$ cat src/rtl/p_div_pkg.sv
// Shared types and lane helpers for the packed divider: FSM states, lane-width
// codes, and the per-lane mask functions used by the datapath and subtractor.
package p_div_pkg;

    typedef enum logic [1:0] {
        ST_IDLE = 2'd0,
        ST_RUN  = 2'd1,
        ST_DONE = 2'd2
    } state_e;

    typedef enum logic [2:0] {
        LW_32 = 3'd0,
        LW_16 = 3'd1,
        LW_8  = 3'd2,
        LW_4  = 3'd3,
        LW_2  = 3'd4
    } lane_e;

    localparam int unsigned PW_32 = 0;
    localparam int unsigned PW_16 = 1;
    localparam int unsigned PW_8  = 2;
    localparam int unsigned PW_4  = 3;
    localparam int unsigned PW_2  = 4;

    localparam logic [5:0] W_32 = 6'd32;
    localparam logic [5:0] W_16 = 6'd16;
    localparam logic [5:0] W_8  = 6'd8;
    localparam logic [5:0] W_4  = 6'd4;
    localparam logic [5:0] W_2  = 6'd2;

    // Anything that is not exactly one-hot runs as a single 32-bit lane.
    function automatic lane_e decode_pw(input logic [4:0] pw);
        lane_e lw;
        case (pw)
            5'b00001: lw = LW_32;
            5'b00010: lw = LW_16;
            5'b00100: lw = LW_8;
            5'b01000: lw = LW_4;
            5'b10000: lw = LW_2;
            default:  lw = LW_32;
        endcase
        return lw;
    endfunction

    function automatic logic [5:0] lane_bits(input lane_e lw);
        logic [5:0] w;
        case (lw)
            LW_32:   w = W_32;
            LW_16:   w = W_16;
            LW_8:    w = W_8;
            LW_4:    w = W_4;
            LW_2:    w = W_2;
            default: w = W_32;
        endcase
        return w;
    endfunction

    function automatic logic [31:0] lane_lsb_mask(input logic [5:0] w);
        logic [31:0] m;
        m = 32'd0;
        for (int i = 0; i < 32; i++) begin
            m[i] = ((6'(i) & (w - 6'd1)) == 6'd0);
        end
        return m;
    endfunction

    function automatic logic [31:0] lane_msb_mask(input logic [5:0] w);
        logic [31:0] m;
        m = 32'd0;
        for (int i = 0; i < 32; i++) begin
            m[i] = ((6'(i) & (w - 6'd1)) == (w - 6'd1));
        end
        return m;
    endfunction

    // Copies the flag found at each lane's MSB position across the whole lane.
    function automatic logic [31:0] lane_spread(input logic [31:0] flags, input logic [5:0] w);
        logic [31:0] s;
        logic [5:0]  base;
        logic [4:0]  idx;
        s = 32'd0;
        for (int i = 0; i < 32; i++) begin
            base = 6'(i) & ~(w - 6'd1);
            idx  = 5'(base + w - 6'd1);
            s[i] = flags[idx];
        end
        return s;
    endfunction

endpackage

$ cat src/rtl/p_div_if.sv
// Requester/responder bundle for the packed divider (valid/ready handshake,
// operand and result buses).
interface p_div_if;
    logic        valid;
    logic        ready;
    logic        div_q;
    logic        div_r;
    logic [4:0]  pw;
    logic [31:0] crs1;
    logic [31:0] crs2;
    logic [31:0] result;

    modport master (
        output valid, div_q, div_r, pw, crs1, crs2,
        input  ready, result
    );

    modport slave (
        input  valid, div_q, div_r, pw, crs1, crs2,
        output ready, result
    );
endinterface

$ cat src/rtl/p_div_sub.sv
// 32-bit packed subtractor: borrow chains restart at each lane LSB, and the
// lane's final no-borrow flag is replicated over every bit of that lane.
module p_div_sub
    import p_div_pkg::*;
(
    input  logic [31:0] a,
    input  logic [31:0] b,
    input  lane_e       lw,
    output logic [31:0] diff,
    output logic [31:0] no_borrow
);

    logic [5:0]  w_s;
    logic [31:0] lsb_s;
    logic [31:0] msb_s;
    logic [31:0] bout_s;
    logic        bin_s;
    logic        borrow_s;

    // Lane-segmented ripple-borrow subtract
    always_comb begin
        w_s      = lane_bits(lw);
        lsb_s    = lane_lsb_mask(w_s);
        msb_s    = lane_msb_mask(w_s);
        diff     = 32'd0;
        bout_s   = 32'd0;
        bin_s    = 1'b0;
        borrow_s = 1'b0;
        for (int i = 0; i < 32; i++) begin
            bin_s     = lsb_s[i] ? 1'b0 : borrow_s;
            diff[i]   = a[i] ^ b[i] ^ bin_s;
            borrow_s  = (~a[i] & b[i]) | (~(a[i] ^ b[i]) & bin_s);
            bout_s[i] = borrow_s;
        end
        no_borrow = lane_spread(~bout_s & msb_s, w_s);
    end

endmodule

$ cat src/rtl/p_div.sv
// Packed unsigned restoring divider: every lane of crs1 is divided by the
// matching lane of crs2, one quotient bit per cycle, all lanes in parallel.
module p_div
    import p_div_pkg::*;
(
    input  logic    clock,
    input  logic    resetn,
    p_div_if.slave  bus
);

    state_e      state_r;
    logic [5:0]  count_r;
    logic [31:0] q_r;
    logic [31:0] r_r;
    logic [31:0] d_r;
    lane_e       lw_r;
    logic        ready_r;

    logic [5:0]  w_s;
    logic [31:0] lsb_s;
    logic [31:0] msb_s;
    logic [31:0] r_sh_s;
    logic [31:0] q_sh_s;
    logic [31:0] carry_s;
    logic [31:0] diff_s;
    logic [31:0] no_borrow_s;
    logic [31:0] take_s;
    logic [31:0] r_nxt_s;
    logic [31:0] q_nxt_s;
    logic [31:0] result_s;

    // Lane-masked left shift of {R,Q}; each Q lane MSB drops into its R lane LSB
    always_comb begin
        w_s     = lane_bits(lw_r);
        lsb_s   = lane_lsb_mask(w_s);
        msb_s   = lane_msb_mask(w_s);
        r_sh_s  = ({r_r[30:0], 1'b0} & ~lsb_s) | ((q_r & msb_s) >> (w_s - 6'd1));
        q_sh_s  = {q_r[30:0], 1'b0} & ~lsb_s;
        // A bit shifted out of R means the partial remainder exceeds any divisor.
        carry_s = lane_spread(r_r & msb_s, w_s);
    end

    p_div_sub u_sub (
        .a         (r_sh_s),
        .b         (d_r),
        .lw        (lw_r),
        .diff      (diff_s),
        .no_borrow (no_borrow_s)
    );

    // Restore-or-keep selection and quotient bit insertion
    always_comb begin
        take_s  = no_borrow_s | carry_s;
        r_nxt_s = (take_s & diff_s) | (~take_s & r_sh_s);
        q_nxt_s = q_sh_s | (take_s & lsb_s);
    end

    // Handshake FSM, operand capture and iteration registers
    always_ff @(posedge clock or negedge resetn) begin
        if (!resetn) begin
            state_r <= ST_IDLE;
            count_r <= 6'd0;
            q_r     <= 32'd0;
            r_r     <= 32'd0;
            d_r     <= 32'd0;
            lw_r    <= LW_32;
            ready_r <= 1'b0;
        end else begin
            case (state_r)
                ST_IDLE: begin
                    ready_r <= 1'b0;
                    if (bus.valid) begin
                        q_r     <= bus.crs1;
                        d_r     <= bus.crs2;
                        r_r     <= 32'd0;
                        count_r <= 6'd0;
                        lw_r    <= decode_pw(bus.pw);
                        state_r <= ST_RUN;
                    end else begin
                        state_r <= ST_IDLE;
                    end
                end
                ST_RUN: begin
                    if (!bus.valid) begin
                        state_r <= ST_IDLE;
                        ready_r <= 1'b0;
                    end else begin
                        q_r     <= q_nxt_s;
                        r_r     <= r_nxt_s;
                        count_r <= count_r + 6'd1;
                        if (count_r == (w_s - 6'd1)) begin
                            state_r <= ST_DONE;
                            ready_r <= 1'b1;
                        end else begin
                            state_r <= ST_RUN;
                            ready_r <= 1'b0;
                        end
                    end
                end
                ST_DONE: begin
                    // Either a transfer or an abort: both return to IDLE.
                    state_r <= ST_IDLE;
                    ready_r <= 1'b0;
                end
                default: begin
                    state_r <= ST_IDLE;
                    ready_r <= 1'b0;
                end
            endcase
        end
    end

    // Result select; selectors are live while the result is presented
    always_comb begin
        result_s = 32'd0;
        if (state_r == ST_DONE) begin
            if (bus.div_q) begin
                result_s = q_r;
            end else if (bus.div_r) begin
                result_s = r_r;
            end else begin
                result_s = 32'd0;
            end
        end else begin
            result_s = 32'd0;
        end
    end

    assign bus.ready  = ready_r;
    assign bus.result = result_s;

endmodule

$ cat src/flat_wrapper.sv
// flat-port wrapper written by rule: the top's interface ports become plain ports
module p_div_flat import p_div_pkg::*;
  (clock, resetn, bus_valid, bus_div_q, bus_div_r, bus_pw, bus_crs1, bus_crs2, bus_ready, bus_result);
  p_div_if bus_i ();
  input  logic clock;
  input  logic resetn;
  input wire logic [$bits(bus_i.valid)-1:0] bus_valid;
  input wire logic [$bits(bus_i.div_q)-1:0] bus_div_q;
  input wire logic [$bits(bus_i.div_r)-1:0] bus_div_r;
  input wire logic [$bits(bus_i.pw)-1:0] bus_pw;
  input wire logic [$bits(bus_i.crs1)-1:0] bus_crs1;
  input wire logic [$bits(bus_i.crs2)-1:0] bus_crs2;
  output wire logic [$bits(bus_i.ready)-1:0] bus_ready;
  output wire logic [$bits(bus_i.result)-1:0] bus_result;
  assign bus_i.valid = bus_valid;
  assign bus_i.div_q = bus_div_q;
  assign bus_i.div_r = bus_div_r;
  assign bus_i.pw = bus_pw;
  assign bus_i.crs1 = bus_crs1;
  assign bus_i.crs2 = bus_crs2;
  assign bus_ready = bus_i.ready;
  assign bus_result = bus_i.result;
  p_div u_core (.clock(clock), .resetn(resetn), .bus(bus_i));
endmodule
$ cat config.mk
export PLATFORM = sky130hd
export DESIGN_NAME = p_div_flat
export DESIGN_NICKNAME = d
export VERILOG_FILES = /design/src/rtl/p_div_pkg.sv /design/src/rtl/p_div_if.sv /design/src/rtl/p_div_sub.sv /design/src/rtl/p_div.sv /design/src/flat_wrapper.sv
export SDC_FILE = /design/constraint.sdc
export NUM_CORES = 1
export LEC_CHECK = 0
export BUFFER_PORTS_ARGS = -buffer_cell sky130_fd_sc_hd__buf_2
export CORE_UTILIZATION = 45
export CTS_BUF_LIST = sky130_fd_sc_hd__clkbuf_2
export DETAILED_ROUTE_END_ITERATION = 7
export PLACE_DENSITY_LB_ADDON = 0.1
export SYNTH_ARGS = -nofsm -noshare
export SYNTH_HDL_FRONTEND = slang
export SYNTH_SLANG_ARGS = --single-unit
$ cat constraint.sdc
create_clock -name clock -period 37.3 [get_ports clock]
set_input_delay 7.46 -clock clock [delete_from_list [all_inputs] [get_ports clock]]
set_output_delay 7.46 -clock clock [all_outputs]
set_load 0.1 [all_outputs]
* Word level (Yosys, flattened, before mapping)
Index checks and enable logic that the tools add are counted.
** Word-level totals
- Word-level logic and storage cells :: 600
- Output and inout bits :: 33
- Input port bits :: 74
- Bits in registers :: 108
** Operators by class
- Reduce and logical (&&, ||, !) cells :: 66
- $add $sub $neg :: 64
- Muxes and demuxes :: 180
- Order comparisons :: 32
- Shift operators :: 1
- Eq/ne operators :: 13
- Bitwise operators :: 237
** Operators with widths (number)
- $bmux 1 s5 :: 64
- $and 32x32->32 :: 8
- $mux 32 :: 7
- $logic_not 6->1 :: 32
- $lt 5x6->1 const B :: 32
- $sub 5x1->5 const B :: 31
- $or 32x32->32 :: 4
- $pmux 32 s2 :: 2
- $mux 1 :: 99
- $not 32->32 :: 3
- $add 5x5->5 :: 16
- $not 1->1 :: 64
- $and 1x1->1 :: 63
- $xor 1x1->1 :: 63
- $add 4x5->5 :: 8
- $logic_not 4->1 :: 10
- $shr 32x6->32 :: 1
- $or 1x1->1 :: 31
- $logic_not 3->1 :: 10
- $logic_not 5->1 :: 5
- $pmux 6 s4 :: 1
- $add 3x5->5 :: 4
- $logic_not 2->1 :: 6
- $mux 6 :: 2
- 23 further kinds :: 27

* Depth between registers and ports, before layout
Gate-level depths: netlist (run 1).
- Depth after elaboration :: 112
- Depth in mapped cells :: 73
- Mapped depth without buffers :: 69

* Cells and area by module
A second synthesis (run 1) with hierarchy kept.
** Second synthesis, totals
- Cell total of the unflattened synthesis :: 1290
- Area, all modules :: 10133.5 µm²
** Modules (own cells, without submodules)
- p_div :: cells each 985, area an instance 7754.9 µm², sequential area each 2677.6 µm², times used 1
- p_div_sub :: cells each 305, area an instance 2378.5 µm², sequential area each 0.0 µm², times used 1

* Least setup slack after synthesis (run 1)
No wires, ideal clock.
- Path kind :: reg-to-reg
- From :: register u_core.lw_r[2]
- To :: register u_core.r_r[20]
- Setup time :: 0.080 ns
- Arrival time :: 17.961 ns
- Required time :: 37.220 ns
- Period minus slack after synthesis :: 18.042 ns
- Stages on the path, launching flop included :: 74
- Setup slack :: 19.258 ns
- Buffers on the path :: 6
- Cell sequence :: dfrtp_1 buf_6 and3b_1 buf_2 nor2_2 buf_2 ha_1 clkbuf_1 clkbuf_1 buf_1 and3_1 o21ai_0 a211o_1 ha_1 inv_1 fa_1 nor2_1 fa_1 (+38 left out) fa_1 inv_1 fa_1 a21oi_1 fa_1 inv_1 fa_1 nor2_1 fa_1 inv_1 fa_1 nor2_1 a211o_1 a311oi_1 or2_2 mux4_2 mux2_1 o22ai_2
** On the way
- Longest elaborated chain between the ends :: 112
- Elaborated cells between the ends (all ways) :: 310
- Those cells by class :: add/sub (3); eq/ne (4); shift (1); mux (38); bitwise (203); reduce/logical (61)
** RTL lines
- start: declaration :: RTL line p_div.sv:16 : lane_e lw_r;
- start signal: assignment :: RTL line p_div.sv:77 : lw_r <= decode_pw(bus.pw);
- $eq 3x3->1, or another cell as far along :: RTL line p_div_pkg.sv:47 : case (lw)
- $pmux 6 s4 * :: RTL line p_div_pkg.sv:47
- $sub 6x1->6 :: RTL line p_div_pkg.sv:62, p_div_pkg.sv:71, p_div_pkg.sv:83
- $logic_not 6->1, or another cell as far along :: RTL line p_div_pkg.sv:71 : m[i] = ((6'(i) & (w - 6'd1)) == (w - 6'd1));
- $and 32x32->32 :: RTL line p_div.sv:37 : r_sh_s = ({r_r[30:0], 1'b0} & ~lsb_s) | ((q_r & msb_s) >> (w_s - 6'd1));
- $shr 32x6->32 :: RTL line p_div.sv:37
- $or 32x32->32 :: RTL line p_div.sv:37
- $not 1->1 :: RTL line p_div_sub.sv:32 : borrow_s = (~a[i] & b[i]) | (~(a[i] ^ b[i]) & bin_s);
- (+96 left out)
- $bmux 1 s5 :: RTL line p_div_pkg.sv:85 : s[i] = flags[idx];
- $mux 1 (not written as such) :: RTL line p_div_pkg.sv:85
- $or 32x32->32 :: RTL line p_div.sv:53 : take_s = no_borrow_s | carry_s;
- $not 32->32 :: RTL line p_div.sv:54 : r_nxt_s = (take_s & diff_s) | (~take_s & r_sh_s);
- $and 32x32->32 :: RTL line p_div.sv:54
- $or 32x32->32 * :: RTL line p_div.sv:54
- $mux 32 * :: RTL line p_div.sv:84 : if (!bus.valid) begin
- $pmux 32 s2 * :: RTL line p_div.sv:69 : case (state_r)
- end signal: assignment :: RTL line p_div.sv:89 : r_r <= r_nxt_s;
- end: declaration :: RTL line p_div.sv:14 : logic [31:0] r_r;
Every way passes the cells marked *; elsewhere a longest branch is shown, timed or not. The select of a mux whose other input is x is not followed.
A chain may end at the register's enable or synchronous reset.

* Final worst setup path (run 1)
- From :: register u_core.lw_r[1]
- To :: register u_core.r_r[4]
** On the way
- Longest elaborated chain between the ends :: 112
- Elaborated cells between the ends (all ways) :: 310
- Those cells by class :: add/sub (3); eq/ne (4); shift (1); mux (38); bitwise (203); reduce/logical (61)
** RTL lines (RTL line)
- $eq 3x3->1, or another cell as far along :: p_div_pkg.sv:47
- $pmux 6 s4 * :: p_div_pkg.sv:47
- $sub 6x1->6 :: p_div_pkg.sv:62, p_div_pkg.sv:71
- $logic_not 6->1, or another cell as far along :: p_div_pkg.sv:71
- $and 32x32->32 :: p_div.sv:37
- $shr 32x6->32 :: p_div.sv:37
- $or 32x32->32 :: p_div.sv:37
- $not 1->1 :: p_div_sub.sv:32
- (+96 left out)
- $bmux 1 s5 :: p_div_pkg.sv:85
- $mux 1 (not written as such) :: p_div_pkg.sv:85
- $or 32x32->32 :: p_div.sv:53
- $not 32->32 :: p_div.sv:54
- $and 32x32->32 :: p_div.sv:54
- $or 32x32->32 * :: p_div.sv:54
- $mux 32 * :: p_div.sv:84
- $pmux 32 s2 * :: p_div.sv:69
Marked as above.

==> impl_metrics.py, run 1 <==
metrics = {
    "clock_network": {
        "ctsResizeCount": 0,
        "clockRootBuffer": "clkbuf_2",
        "h-tree-depth": 3,
        "cts_hold_buf": 0,
        "cts-buffers-inserted": 9,
        "clock_latency_ns": 0.67,
        "path_clk_slew_ns": 0.28,
        "cts.sinks": 107,
        "cts_tree": "yes",
        "clk_path_buf_depth": 2,
        "cts_setup_buffers": 0,
    },
    "route": {
        "drt-pass1-iter-count": 7,
        "drtIter0Drc": 716,
        "drt-total-wl_um": 29700,
        "wire_per_inst_um": 24.1,
        "final_antenna_net_count": 0,
        "routed_via_density": 6.27,
        "vias": 7734,
        "drc": 20,
    },
    "die": {
        "dieWidth_um": 138,
        "die_area_um2": 19100,
        "ios": 107,
        "die_y_um": 138,
        "num_rows": 49,
        "start_util": 0.462,
        "core-area_um2": 18100,
    },
    "global_routing": {
        "gr-total-overflow": 0,
        "grt_use_met3": 0.0679,
        "antenna_found_initial": 3,
        "grtUsageMet1": 0.460,
        "grt_pass1_wl_um": 45900,
        "grt_pass1_vias": 7307,
        "grt_max_degree": 95,
        "grt_use_total": 0.319,
        "grt_busiest_layer": "met2",
        "grtUsageMet2": 0.478,
    },
    "run": {
        "cap_violations": 0,
    },
    "power_and_ir_drop": {
        "power_density_nw_per_um2": 53.6,
        "p_leak_nw": 3.86,
        "ir_worst_vdd_mv": 0.0328,
        "total_power_w": 0.000488,
    },
    "timing": {
        "rsz0062_at_grt": "no",
        "finalCriticalPeriod_ns": 19.88,
        "setup_tns_ns": 0,
        "max_freq_mhz": 50.3,
        "worstMarginPinSlew_ns": 1.21,
        "maxSlewViolCount": 0,
        "hold_viol_final": 0,
        "setup_viol": 0,
        "finalCritPeriodShare": 0.533,
        "fin_skew_ns": 0.0612,
        "relSlewSlack": 0.191,
    },
    "hold_path": {
        "hp-class": "register to register",
        "hold-path-endpoint": "u_core.q_r[8]$_DFFE_PN0P_",
        "hold_depth": 2,
        "hold_start": "u_core.q_r[8]$_DFFE_PN0P_",
    },
    "synth": {
        "ys_seq_area_frac": 0.321,
        "syn-num-nets": 1054,
        "syn_area_um2": 8350,
        "ys_ff_latch": 107,
        "ys.flop_type": "dfrtp_1",
        "synth_area_per_cell_um2": 8.90,
        "syn_inst": 938,
        "synth-async-reset-ratio": 1.00,
        "synth_warnings": 0,
        "ys_types": 85,
        "synth_edf_count": 0,
    },
    "setup_path": {
        "r2r_cells": 69,
        "r2r_start": "u_core.lw_r[1]$_DFFE_PN0P_",
        "crit_slowest_cell": "dfrtp_1",
        "cp_max_fo": 20,
        "worstSetupEndpointType": "register",
        "slowest_delay_ns": 0.86,
        "crit_buf_inv": 8,
        "start_kind": "register",
        "worstPathArrival_ns": 20.48,
        "r2r_end": "u_core.r_r[4]$_DFFE_PN0P_",
        "crit_family": "adder cells",
        "reg2reg_setup_slack_ns": 17.42,
        "cp_data_required_time_ns": 37.90,
        "path_class": "register to register",
        "worst_path_most_repeated_cell": "fa_1",
    },
    "cells_and_area": {
        "layout.cells.most_common_list": "106 x dfrtp_1, 105 x buf_2, 94 x nor2_1, 91 x nand2_1, 60 x o21ai_0",
        "fillers": 1794,
        "final_common_cell": "dfrtp_1",
        "syn2layout_area_growth_pct": 8.87,
        "layout.nets": 1113,
        "final_layout_size_suffix_gt1_frac": 0.201,
    },
    "run_status": {
        "violations": "DRC",
        "status": "finished with violations",
    },
    "place": {
        "place_hpwl_um": 22100,
        "place_congestion": 0.985,
        "port_buffers": 106,
    },
}
[worst max path at each step]
stage | end | from | slack (ns) | depth (start not counted)
6_report | u_core.r_r[4]$_DFFE_PN0P_ | u_core.lw_r[1]$_DFFE_PN0P_ | 17.42 | 69
5_1_grt | u_core.r_r[4]$_DFFE_PN0P_ | u_core.lw_r[1]$_DFFE_PN0P_ | 16.39 | 69
4_1_cts | u_core.r_r[4]$_DFFE_PN0P_ | u_core.lw_r[1]$_DFFE_PN0P_ | 17.49 | 69
3_5_place_dp | u_core.r_r[4]$_DFFE_PN0P_ | u_core.lw_r[1]$_DFFE_PN0P_ | 17.56 | 69
3_3_place_gp | u_core.r_r[12]$_DFFE_PN0P_ | u_core.lw_r[1]$_DFFE_PN0P_ | 17.89 | 68
2_1_floorplan | u_core.r_r[20]$_DFFE_PN0P_ | u_core.lw_r[2]$_DFFE_PN0P_ | 19.26 | 73
[worst reg2reg max path, delay by kind of cell, from the launching register on]
| kind | cells | cell delay [ns] |
|---|---|---|
| DFF | 1 | 0.86 |
| AOI/OAI and AO/OA | 11 | 2.79 |
| and+or+nand+nor | 17 | 3.14 |
| adders and majority gates | 33 | 12.29 |
| buffers and inverters | 8 | 0.82 |
[stage by stage]
step	std cells	area (µm²)	utilization	hold slack (ns)	setup WS, ns
2_1_floorplan	938	8350	-	0.472	19.26
5_1_grt	1233	9090	0.503	0.575	16.39
3_3_place_gp	1215	8970	0.496	0.485	17.89
4_1_cts	1231	9090	0.502	0.548	17.49
3_5_place_dp	1215	8970	0.496	0.495	17.56
6_report	1233	9090	0.503	0.548	17.42
[layout make-up]
type | instances | area, µm² | share of cell area
antenna | 2 | 5.00 | 0.000550
clock buffer | 11 | 55.1 | 0.00605
clock inverter | 5 | 62.6 | 0.00688
inverter | 38 | 143 | 0.0157
multi-input combinational | 726 | 5260 | 0.579
sequential | 107 | 2680 | 0.295
tap | 229 | 287 | 0.0315
timing repair buffer | 115 | 601 | 0.0661
[per-layer routing]
layer  vias to the layer above  wire length [µm]
li1                       3520                 -
met1                      3760             13400
met2                       396             12900
met3                        56              2600
met4                         2               849
met5                         -                18
[cells by family after synthesis]
family / count (synthesis) / synth area share
simple gates: 335 / 0.201
compound gates: 261 / 0.219
flops: 107 / 0.321
buf+inv: 105 / 0.0518
mux: 72 / 0.0977
fa+ha+maj: 42 / 0.0935
xor+xnor: 16 / 0.0168
[where the power goes]
group | total (W) | internal (W) | switching, W
Sequential | 0.000184 | 0.000142 | 0.0000415
Clock | 0.0000579 | 0.0000164 | 0.0000415
Combinational | 0.000246 | 0.000103 | 0.000143
[flip-flops by register name, indices dropped and copies added (netlist names)]
signal,count
u_core.state_r,1
u_core.lw_r,3
u_core.q_r,32
u_core.r_r,32
u_core.d_r,32
u_core.count_r,6
u_core.bus.ready,1
[synthesized netlist by cell type, types with 5 or more instances]
cell type | number | share of area
a211o_1 | 5 | 0.0052
a211oi_1 | 10 | 0.0090
a21o_1 | 5 | 0.0045
a21oi_1 | 48 | 0.029
a221o_1 | 6 | 0.0072
a22o_1 | 9 | 0.0094
a22oi_1 | 28 | 0.025
a31oi_1 | 10 | 0.0075
and2_1 | 16 | 0.012
and3_1 | 15 | 0.011
buf_1 | 6 | 0.0027
buf_2 | 8 | 0.0048
clkbuf_1 | 46 | 0.021
dfrtp_1 | 107 | 0.32
fa_1 | 34 | 0.081
ha_1 | 8 | 0.012
inv_1 | 34 | 0.015
mux2_2 | 30 | 0.040
mux2i_1 | 35 | 0.042
nand2_1 | 91 | 0.041
nand2b_1 | 11 | 0.0082
nand3_1 | 32 | 0.019
nand4_1 | 9 | 0.0067
nor2_1 | 96 | 0.043
nor2b_1 | 8 | 0.0060
nor3_1 | 13 | 0.0078
o211ai_1 | 10 | 0.0090
o21ai_0 | 60 | 0.036
o22ai_1 | 9 | 0.0067
o31ai_1 | 6 | 0.0054
or2_2 | 8 | 0.0060
or3_1 | 8 | 0.0060
xnor2_1 | 11 | 0.012
xor2_1 | 5 | 0.0052
(Power assumes the default switching activity.)
==> inputs of run 2 (changes only) <==
clock period = 18.85 ns   (was 37.3 ns; I/O delays follow)
==> run 2 against run 1 <==
  * The flow still finishes with violations (DRC)
  * Hold slack better by 0.011 ns
  * Register-to-register slack lost 17 ns
  * Critical path depth is 2 higher
  * Routed wire length grew 0.73%
  * Critical endpoint is now u_core.r_r[20]$_DFFE_PN0P_
==> impl_metrics.py, run 2 (synthesized netlist as in run 1, its figures left out) <==
metrics = {
    "timing": {
        "worstMarginPinSlew_ns": 1.08,
        "finalCritPeriodShare": 0.957,
        "fin_skew_ns": 0.0649,
        "maxSlewViolCount": 0,
        "postLayoutSetupSlackWorst_ns": 0.808,
        "hold_viol_final": 0,
        "hold_ws_ns": 0.559,
        "rsz0062_at_grt": "no",
        "max_freq_mhz": 55.4,
        "finalCriticalPeriod_ns": 18.04,
        "setup_tns_ns": 0,
        "setup_viol": 0,
        "relSlewSlack": 0.281,
    },
    "route": {
        "vias": 7963,
        "drt-pass1-iter-count": 7,
        "wire_per_inst_um": 23.7,
        "drc": 20,
        "routed_via_density": 6.29,
        "drt-total-wl_um": 29900,
        "drtIter0Drc": 886,
        "final_antenna_net_count": 0,
    },
    "cells_and_area": {
        "multiInputGateArea_um2": 5330,
        "final_layout_size_suffix_gt1_frac": 0.239,
        "seqCellArea_um2": 2680,
        "utilization": 0.520,
        "layout.cells.most_common_list": "105 x buf_2, 105 x dfrtp_1, 94 x nor2_1, 91 x nand2_1, 60 x o21ai_0",
        "syn2layout_area_growth_pct": 12.6,
        "layout.nets": 1146,
        "reg_top3": "u_core.d_r x32, u_core.q_r x32, u_core.r_r x32",
        "fillers": 1808,
    },
    "clock_network": {
        "cts_hold_buf": 0,
        "cts-buffers-inserted": 9,
        "cts.sinks": 107,
        "path_clk_slew_ns": 0.31,
        "clockRootBuffer": "clkbuf_2",
        "clk_path_buf_depth": 2,
        "cts_tree": "yes",
        "h-tree-depth": 3,
        "clock_latency_ns": 0.69,
    },
    "run_status": {
        "violations": "DRC",
        "status": "finished with violations",
    },
    "global_routing": {
        "grt_pass1_vias": 7255,
        "antenna_found_initial": 1,
        "gr-total-overflow": 0,
        "grt_use_total": 0.320,
        "grt_pass1_wl_um": 45900,
        "grt_max_degree": 81,
    },
    "place": {
        "place_congestion": 1.00,
        "place_hpwl_um": 22500,
        "port_buffers": 106,
        "place_ws_ns": 0.253,
    },
    "setup_path": {
        "worstPathArrival_ns": 18.66,
        "crit_slowest_cell": "fa_1",
        "cp_data_required_time_ns": 19.47,
        "worstSetupEndpointType": "register",
        "worst_path_most_repeated_cell": "fa_1",
        "cp_max_fo": 8,
        "start_kind": "register",
        "slowest_delay_ns": 0.46,
        "path_class": "register to register",
    },
    "power_and_ir_drop": {
        "power_density_nw_per_um2": 104,
        "ir_worst_vdd_mv": 0.0480,
        "total_power_w": 0.000980,
        "p_leak_nw": 4.04,
    },
    "die": {
        "dieWidth_um": 138,
        "die_area_um2": 19100,
        "core-area_um2": 18100,
        "die_y_um": 138,
        "num_rows": 49,
        "start_util": 0.462,
        "ios": 107,
    },
    "run": {
        "cap_violations": 0,
    },
    "hold_path": {
        "hp-class": "register to register",
    },
}
[run 2: changes by cell type in the layout (fill, tap and decap cells not counted), sizes merged]
cell / change
buf: +33
clkinv: +3
clkinvlp: -2
bufinv: -1
clkbuf: -1
diode: -1
inv: +1
[run 2: critical path, delay by kind of cell, from the launching register on]
family / cells / cell delay (ns)
flip-flops: 1 / 0.45
multiplexers: 2 / 0.61
buffers and inverters: 10 / 0.97
AO/OA/AOI/OAI: 8 / 1.31
AND/OR/NAND/NOR: 18 / 2.78
adder cells (fa/ha/maj): 33 / 11.89
[run 2: layer usage]
layer  vias to the layer above  share of wire  global-route usage
li1                       3591              -                   -
met1                      3903           0.45               0.472
met5                         -              0                   0
met4                         0          0.031               0.112
met3                        61          0.091              0.0599
met2                       408           0.42               0.470
[run 2: power by group]
part | leakage (nW) | switching (W) | internal (W) | total, W
Combinational | 2.62 | 0.000291 | 0.000223 | 0.000514
Clock | 0.0708 | 0.0000881 | 0.0000217 | 0.000110
Sequential | 1.35 | 0.0000744 | 0.000281 | 0.000356
[run 2: final timing paths]
check	startpoint	to	slack, ns	cells after the start
max in group asynchronous	resetn	u_core.lw_r[1]$_DFFE_PN0P_	14.39	2
min in group asynchronous	resetn	u_core.d_r[19]$_DFFE_PN0P_	2.94	1
min reg2reg	u_core.q_r[8]$_DFFE_PN0P_	u_core.q_r[8]$_DFFE_PN0P_	0.56	2
max reg2reg	u_core.lw_r[2]$_DFFE_PN0P_	u_core.r_r[20]$_DFFE_PN0P_	0.81	71
min	u_core.q_r[8]$_DFFE_PN0P_	u_core.q_r[8]$_DFFE_PN0P_	0.56	2
max	u_core.lw_r[2]$_DFFE_PN0P_	u_core.r_r[20]$_DFFE_PN0P_	0.81	71
[run 2: stage by stage]
step	instance area [µm²]	cells
3_3_place_gp	9200	1245
3_5_place_dp	9200	1245
6_report	9410	1265
5_1_grt	9410	1265
2_1_floorplan	8350	938
4_1_cts	9310	1261
[run 2: what timing repair did]
item                                    4_1_cts  5_1_grt
hold endpoints to repair                      0        0
gates resized for setup                       0       20
endpoints found under the setup margin        0       45
setup buffers                                 0        3
[run 2: cell type report]
class,count,share of cell area
Inverter,38,0.0152
Clock buffer,10,0.00532
Multi-Input combinational cell,726,0.567
Sequential cell,107,0.285
Timing Repair Buffer,148,0.0906
Antenna cell,1,0.000266
Tap cell,229,0.0305
Clock inverter,6,0.00638
==> inputs of run 3 (changes only) <==
ABC_AREA = 1   (was not set)
==> run 3 against run 2 <==
  * The run now ends clean
  * Clock-buffer cell count decreased by 1
  * Setup slack better by 0.24 ns
  * Utilization decreased by 0.49 points
  * Critical path type unchanged
  * Critical path depth is 24 higher
  * Highest routed layer unchanged
==> impl_metrics.py, run 3 <==
metrics = {
    "setup_path": {
        "worstPathArrival_ns": 18.42,
        "slowest_delay_ns": 0.49,
        "start_kind": "register",
        "path_class": "register to register",
        "cp_data_required_time_ns": 19.47,
        "cp_max_fo": 9,
        "worst_path_most_repeated_cell": "fa_1",
        "worstSetupEndpointType": "register",
        "crit_slowest_cell": "dfrtp_2",
    },
    "synth": {
        "yosys.area.top_type": "dfrtp_1",
        "synth_warnings": 0,
        "ys_types": 50,
        "synth_edf_count": 0,
        "syn_area_um2": 8550,
        "synth_top_area_frac": 0.313,
        "syn-num-nets": 1352,
        "ys_seq_area_frac": 0.313,
        "ys_ff_latch": 107,
        "synth_most_common_cell": "nand2_1",
        "synth_area_per_cell_um2": 6.92,
        "ys_top_cells_by_area": "dfrtp_1 31%, nand2_1 17%, fa_1 8.0%, nand3_1 6.1%, inv_1 5.9%",
        "syn_inst": 1236,
        "synth-async-reset-ratio": 1.00,
        "yosys-top-cells-count": "380 x nand2_1, 134 x inv_1, 107 x dfrtp_1, 105 x nand3_1, 92 x o21ai_0",
        "ys.flop_type": "dfrtp_1",
    },
    "place": {
        "port_buffers": 106,
        "place_ws_ns": 0.0471,
        "place_congestion": 1.04,
        "place_hpwl_um": 24700,
    },
    "global_routing": {
        "grt_use_total": 0.336,
        "gr-total-overflow": 0,
        "antenna_found_initial": 1,
        "grt_max_degree": 73,
        "grt_pass1_wl_um": 49100,
        "grt_pass1_vias": 8242,
    },
    "route": {
        "drc": 0,
        "drt-total-wl_um": 32300,
        "final_antenna_net_count": 0,
        "drtIter0Drc": 870,
        "routed_via_density": 5.67,
        "drt-pass1-iter-count": 5,
        "vias": 8926,
        "wire_per_inst_um": 20.5,
    },
    "power_and_ir_drop": {
        "p_int_w": 0.000501,
        "netSwitchingFraction": 0.509,
        "power_frac_comb": 0.554,
        "seqPwrFrac": 0.341,
        "pwr-share-clk": 0.104,
        "total_power_w": 0.00102,
        "p_sw_w": 0.000520,
        "power_density_nw_per_um2": 106,
        "p_leak_nw": 4.80,
        "ir_worst_vdd_mv": 0.0558,
    },
    "cells_and_area": {
        "syn2layout_area_growth_pct": 12.3,
        "final_layout_size_suffix_gt1_frac": 0.192,
        "utilization": 0.515,
        "layout.cells.most_common_list": "378 x nand2_1, 131 x inv_1, 105 x buf_2, 105 x dfrtp_1, 101 x nand3_1",
        "reg_top3": "u_core.d_r x32, u_core.q_r x32, u_core.r_r x32",
        "layout.nets": 1452,
        "final_common_cell": "nand2_1",
    },
    "clock_network": {
        "h-tree-depth": 3,
        "cts.sinks": 107,
        "cts_tree": "yes",
        "clock_latency_ns": 0.67,
        "cts-buffers-inserted": 9,
        "clockRootBuffer": "clkbuf_2",
        "clk_path_buf_depth": 2,
        "path_clk_slew_ns": 0.31,
    },
    "timing": {
        "postLayoutSetupSlackWorst_ns": 1.05,
        "hold_viol_final": 0,
        "max_freq_mhz": 56.2,
        "maxSlewViolCount": 0,
        "finalCriticalPeriod_ns": 17.80,
        "relSlewSlack": 0.213,
        "setup_tns_ns": 0,
        "finalCritPeriodShare": 0.944,
        "worstMarginPinSlew_ns": 1.18,
        "rsz0062_at_grt": "no",
        "setup_viol": 0,
        "fin_skew_ns": 0.0535,
        "hold_ws_ns": 0.550,
    },
    "die": {
        "ios": 107,
        "num_rows": 50,
        "dieWidth_um": 140,
        "die_y_um": 140,
        "die_area_um2": 19600,
        "start_util": 0.459,
        "core-area_um2": 18600,
    },
    "hold_path": {
        "hp-class": "register to register",
    },
    "run_status": {
        "status": "finished clean",
    },
    "run": {
        "cap_violations": 0,
    },
}
run 3: cell count changes after synthesis, moves of 18 or more:
cell / change
nand2_1: +289
inv_1: +100
nand3_1: +73
mux2i_1: -35
o21ai_0: +32
mux2_2: -30
nor2_1: -23
a22oi_1: -21
nand2_2: +20
a21oi_1: +19
o21ai_1: +18
run 3: cell families (layout without fill, tap and decap cells):
| family | count (synthesis) | in the layout | synth area share |
|---|---|---|---|
| other cells | 0 | 1 | 0 |
| xor+xnor | 15 | 15 | 0.0154 |
| compound gates | 237 | 237 | 0.157 |
| fa+ha+maj | 42 | 42 | 0.0913 |
| flops | 107 | 107 | 0.313 |
| simple gates | 635 | 635 | 0.330 |
| buf+inv | 200 | 304 | 0.0927 |
run 3: layout make-up:
type / count / area [µm²]
multi-input combinational: 929 / 5170
clock inverter: 6 / 51.3
tap: 234 / 293
clock buffer: 9 / 45.0
sequential: 107 / 2680
inverter: 147 / 554
timing repair buffer: 142 / 803
antenna: 1 / 2.50
fill: 1947 / 9040
run 3: critical path, delay by kind of cell, from the launching register on:
family	cells	cell delay (ns)
AND/OR/NAND/NOR	32	2.93
adder cells (fa/ha/maj)	33	11.80
buffers and inverters	25	1.97
AO/OA/AOI/OAI	5	0.56
flip-flops	1	0.49
run 3: what timing repair did:
item	4_1_cts	5_1_grt
hold buffers	0	0
gates resized for setup	1	27
pin swaps	0	8
setup endpoints to repair	11	48
setup buffers	0	14
run 3: per-layer routing:
layer	share of wire	up-vias	track usage
li1	-	4182	-
met4	0.034	0	0.121
met5	0	-	0
met1	0.46	4219	0.493
met2	0.42	459	0.498
met3	0.088	66	0.0530
run 3: path summary, 6_finish.rpt:
path	start	to	slack [ns]	cells after the start
setup reg to reg	u_core.lw_r[2]$_DFFE_PN0P_	u_core.q_r[4]$_DFFE_PN0P_	1.05	95
min in group asynchronous	resetn	u_core.d_r[17]$_DFFE_PN0P_	2.98	1
hold reg to reg	u_core.d_r[6]$_DFFE_PN0P_	u_core.d_r[6]$_DFFE_PN0P_	0.55	2
max in group asynchronous	resetn	u_core.count_r[4]$_DFFE_PN0P_	14.54	2
hold / removal	u_core.d_r[6]$_DFFE_PN0P_	u_core.d_r[6]$_DFFE_PN0P_	0.55	2
setup / recovery	u_core.lw_r[2]$_DFFE_PN0P_	u_core.q_r[4]$_DFFE_PN0P_	1.05	95
run 3: metrics by stage:
step / instances / cell area (µm²)
global placement: 1545 / 9330
detailed placement: 1545 / 9330
CTS: 1560 / 9420
floorplan: 1236 / 8550
finish: 1575 / 9600
global route: 1575 / 9600
run 3: power groups by stage:
| stage | Sequential (W) | Combinational [W] | Clock, W |
|---|---|---|---|
| 6_report | 0.000349 | 0.000566 | 0.000106 |
| 5_1_grt | 0.000351 | 0.000639 | 0.000115 |
| 4_1_cts | 0.000344 | 0.000542 | 0.000110 |
| 3_5_place_dp | 0.000349 | 0.000539 | 0 |
| 3_3_place_gp | 0.000350 | 0.000537 | 0 |
| 2_1_floorplan | 0.000317 | 0.000399 | 0 |
